$ cat config.mk
export PLATFORM = sky130hd
export DESIGN_NAME = resq_dispatcher
export DESIGN_NICKNAME = d
export VERILOG_FILES = /design/src/rtl/resq_dispatcher.sv
export SDC_FILE = /design/constraint.sdc
export NUM_CORES = 1
export LEC_CHECK = 0
export CAP_MARGIN = 5
export CORE_ASPECT_RATIO = 1.25
export CORE_UTILIZATION = 30
export CTS_CLUSTER_SIZE = 10
export DETAILED_ROUTE_END_ITERATION = 10
export DONT_BUFFER_PORTS = 1
export SLEW_MARGIN = 20
export SYNTH_ARGS = -nofsm -noshare
export SYNTH_HDL_FRONTEND = slang
export SYNTH_SLANG_ARGS = --single-unit
export TNS_END_PERCENT = 5
$ cat constraint.sdc
create_clock -name Clock -period 4.9 [get_ports Clock]
set_clock_uncertainty 0.05 [all_clocks]
set_input_delay 0.98 -clock Clock [delete_from_list [all_inputs] [get_ports Clock]]
set_output_delay 0.98 -clock Clock [all_outputs]
set_load 0.05 [all_outputs]
$ cat src/rtl/resq_dispatcher.sv
// rtl/resq_dispatcher.sv - serve-side controller: pops pending relief requests and assigns them to free field teams
module resq_dispatcher #(
   parameter int NUM_TEAMS     = 4,
   parameter int EVAC_CYCLES   = 8,
   parameter int RELIEF_CYCLES = 4,
   parameter int TIMER_W       = 5
) (
   input  logic                 Clock,
   input  logic                 Reset_Queue,
   input  logic                 Enable,
   input  logic                 Evac_Empty,
   input  logic                 Shelter_Valid,
   input  logic                 Food_Valid,
   input  logic [7:0]           Output_Zone,
   input  logic [1:0]           Output_Priority,
   output logic                 Serve,
   output logic                 Dispatch_Valid,
   output logic [7:0]           Dispatch_Zone,
   output logic [1:0]           Dispatch_Type,
   output logic [2:0]           Dispatch_Team,
   output logic [NUM_TEAMS-1:0] Team_Busy,
   output logic [7:0]           Dispatch_Count
);

   localparam logic [1:0] S_IDLE   = 2'd0;
   localparam logic [1:0] S_SERVE  = 2'd1;
   localparam logic [1:0] S_SETTLE = 2'd2;

   logic [1:0]         state;
   logic [TIMER_W-1:0] timer [NUM_TEAMS];
   logic               pending;
   logic               any_free;
   logic [2:0]         free_idx;
   logic [1:0]         type_dec;
   logic [TIMER_W-1:0] load_val;
   logic               start;

   assign pending = !Evac_Empty | Shelter_Valid | Food_Valid;

   // Descending scan so the lowest-index free team is the one left selected.
   always_comb begin
      any_free = 1'b0;
      free_idx = 3'd0;
      for (int i = NUM_TEAMS - 1; i >= 0; i--) begin
         if (timer[i] == '0) begin
            any_free = 1'b1;
            free_idx = 3'(i);
         end
      end
   end

   always_comb begin
      type_dec = 2'b11;
      if (!Evac_Empty)
         type_dec = 2'b10;
      else if (Shelter_Valid && !Food_Valid)
         type_dec = 2'b01;
      else if (Food_Valid && !Shelter_Valid)
         type_dec = 2'b00;
   end

   assign load_val = ((type_dec == 2'b10) ? TIMER_W'(EVAC_CYCLES) : TIMER_W'(RELIEF_CYCLES))
                     + TIMER_W'(Output_Priority);

   assign start = (state == S_IDLE) && Enable && pending && any_free;

   always_comb begin
      Team_Busy = '0;
      for (int i = 0; i < NUM_TEAMS; i++)
         Team_Busy[i] = (timer[i] != '0);
   end

   // A team loaded this cycle takes the new value instead of decrementing.
   always_ff @(posedge Clock or posedge Reset_Queue) begin
      if (Reset_Queue) begin
         for (int i = 0; i < NUM_TEAMS; i++)
            timer[i] <= '0;
      end else begin
         for (int i = 0; i < NUM_TEAMS; i++) begin
            if (start && (free_idx == 3'(i)))
               timer[i] <= load_val;
            else if (timer[i] != '0)
               timer[i] <= timer[i] - 1'b1;
         end
      end
   end

   always_ff @(posedge Clock or posedge Reset_Queue) begin
      if (Reset_Queue) begin
         state          <= S_IDLE;
         Serve          <= 1'b0;
         Dispatch_Valid <= 1'b0;
         Dispatch_Zone  <= 8'd0;
         Dispatch_Type  <= 2'b00;
         Dispatch_Team  <= 3'd0;
         Dispatch_Count <= 8'd0;
      end else begin
         Serve          <= 1'b0;
         Dispatch_Valid <= 1'b0;
         case (state)
            S_IDLE: begin
               if (start) begin
                  Dispatch_Zone  <= Output_Zone;
                  Dispatch_Type  <= type_dec;
                  Dispatch_Team  <= free_idx;
                  Dispatch_Count <= Dispatch_Count + 8'd1;
                  Serve          <= 1'b1;
                  Dispatch_Valid <= 1'b1;
                  state          <= S_SERVE;
               end
            end
            S_SERVE:  state <= S_SETTLE;
            S_SETTLE: state <= S_IDLE;
            default:  state <= S_IDLE;
         endcase
      end
   end

endmodule
==> results.md <==
- Outcome: finished, final reports clean
- Hold WC Path Type: reg -> reg
- Worst setup SP type: flip-flop
- Slew Limit Fails: 0
- Clk sinks: 43
- Via count: 1,416
- Root buffer cell: clkbuf_8
- CP max-delay cell: inv_1
- Largest fanout on the critical path: 12
- Main synth FF type: dfrtp_1
- Post-Syn Area: 0.002198 mm²
- Syn-to-layout area delta: 7.854%
- Syn_nets: 214
- Mean post-synth cell area: 11.45 µm²
- CTS H-Tree Depth: 2
- Drt pass-1 iters: 4
- Cells on Worst Hold Path: 1
- Syn. warnings: 0
- Cell mode on critical path: inv_1
- CTS tree: done
- Antenna violations before repair: 0
- Antenna-violating nets left: 0
- Ys async rst share: 100.0%
- Leakage: 1.025 nW
- Final hold vios: 0
- Nets: 214
- Routability congestion estimate from global placement: 0.7854
- First-iteration detailed-routing DRC count: 85
- Post-Synthesis Cells: 192
- Delay of the slowest cell on the worst path: 470 ps
- Fin crit period: 2889 ps
- Cts hold-fix bufs: 0
- Number of synthesized flops with an enable pin: 0
- Place WS: 2256 ps
- Final TNS setup: 0 ps
- GRT Total Usage: 12.48%
- Register area share after synthesis: 48.95%
- Slew headroom: 41.05%
- R2R depth: 7
- Routed wire length per instance: 15.04 µm
- Netlist cell types: 46
- Detailed Place HPWL: 3.123 mm
- DR DRC count: 0
- Largest net degree at the start of global routing: 44
- Top-count cell post-synth: dfrtp_1
- Vias in the first global route: 1,510
- Layout cells sized above 1: 15.03%
- Design Power: 0.001882 W
- Post-CTS resize count: 0
- Post-CTS setup buffers: 0
- Period utilization: 58.95%
- PD cells: 793.6 mW/mm²
- DIE WIDTH: 78.57 µm
- Top cell type's share of synthesized area: 48.95%
- GRT overflow: 0
- Critical path, cell by cell: inv_1 > ha_1 > nor4b_4 > inv_1
- Worst EP arrival: 1860 ps
- Final core occ: 33.78%
- Skew-Pair Late Insertion Delay: 290 ps
- Worst vdd ir: 393.8 µV
- Total core area: 0.007019 mm²
- Total of max-cap violations: 0
- F_max: 346.2 MHz
- Initial Utilization: 31.32%
- Largest area contributor in the netlist: dfrtp_1
- IO Pins: 43
- Drt via density: 5.004
- Row count: 34
- CP Capture Type: output port
- RSZ-0062 raised after global routing: false
- Die Area: 0.007676 mm²
- Max clock buf depth: 2
- First-pass GRT wire length: 7.369 mm
- Area contributors post-synth: dfrtp_1 49%, mux2_4 4.8%, nor4b_4 4.3%
- Final setup vio count: 0
- Port bufs: 0
- R2r setup slk: 2460 ps
- Clock-pin slew on the worst setup and hold paths: 80 ps
- TritonCTS buffer count: 5
- CP required: 3870 ps
- Setup WS post-layout: 2011 ps
- CP Class: reg -> out
- Routed wire length: 4.256 mm
- Antenna diode count: 0
- Tightest Pin Transition: 884.8 ps
- Seq cells post-synth: 43
- Die Span Y: 97.71 µm
- Synth top cells by count: 43 x dfrtp_1, 17 x a21oi_1, 14 x inv_1, 11 x nand2_1, 9 x xnor2_1
## placed cells by master (no fill, tap or decap), types with 4 or more instances in the layout
cell type  instances
a21oi_1           17
clkbuf_8           6
dfrtp_1           43
ha_1               6
inv_1             13
mux2_4             7
nand2_1           11
nand3_1            5
nor2_1             6
nor3_1             7
nor4b_4            4
xnor2_1            9
xor2_1             6
## area by class of cell
class | instances | area, µm²
clock inverter | 2 | 35.03
clock buffer | 6 | 82.58
timing repair buffer | 1 | 7.507
fill | 720 | 4648
sequential | 43 | 1076
inverter | 17 | 77.57
tap | 90 | 112.6
multi-input combinational | 124 | 979.7
## worst max-delay path, delay by kind of cell (launching register included)
kind	cells	cell delay, ps
adders and majority gates	1	200
buffers and inverters	2	540
DFF	1	410
and+or+nand+nor	1	420
## stage by stage
stage          cells  cell area, µm²  hold slack [ps]
4_1_cts          283            2371            388.7
3_5_place_dp     275            2253            372.4
2_1_floorplan    192            2198            353.6
3_3_place_gp     275            2253            365.5
5_1_grt          283            2371            416.6
6_report         283            2371            380.4
## power by group
group	total (W)	switching [W]	internal, W
combinational	0.000651	0.000347	0.000304
sequential	0.000943	0.000436	0.000507
clock	0.000288	0.000123	0.000165
total	0.00188	0.000906	0.000976
## flip-flops by register name, summed over array words and instances, names as in the netlist
name,flops
Dispatch_Valid,1
Dispatch_Type,2
Dispatch_Zone,8
timer,20
state,2
Dispatch_Team,2
Dispatch_Count,8
## per-layer routing
metal / wire length [µm] / vias up / GRT usage, %
li1: - / 673 / -
met1: 1876 / 699 / 16.18
met2: 2034 / 39 / 19.46
met3: 273 / 5 / 3.756
met4: 72 / 0 / 4.701
met5: 0 / - / 0
## path summary, 6_finish.rpt
kind                             start           endpoint
max in group asynchronous  Reset_Queue  Dispatch_Count[5]
hold / removal                state[1]           state[1]
setup / recovery              timer[5]       Team_Busy[2]
hold reg to reg               state[1]           state[1]
min in group asynchronous  Reset_Queue     Dispatch_Valid
setup reg to reg              timer[5]  Dispatch_Count[3]
## kinds of logic after synthesis
kind of cell	count (synthesis)	synth area share, %
and+or+nand+nor	51	16.39
DFF	43	48.95
AOI/OAI and AO/OA	40	11.84
buffers and inverters	25	6.488
xor gates and xnor gates	15	5.976
muxes	11	6.773
adders and majority gates	6	3.415
other	1	0.1706
Note: power is estimated with default switching activity, not from simulation.
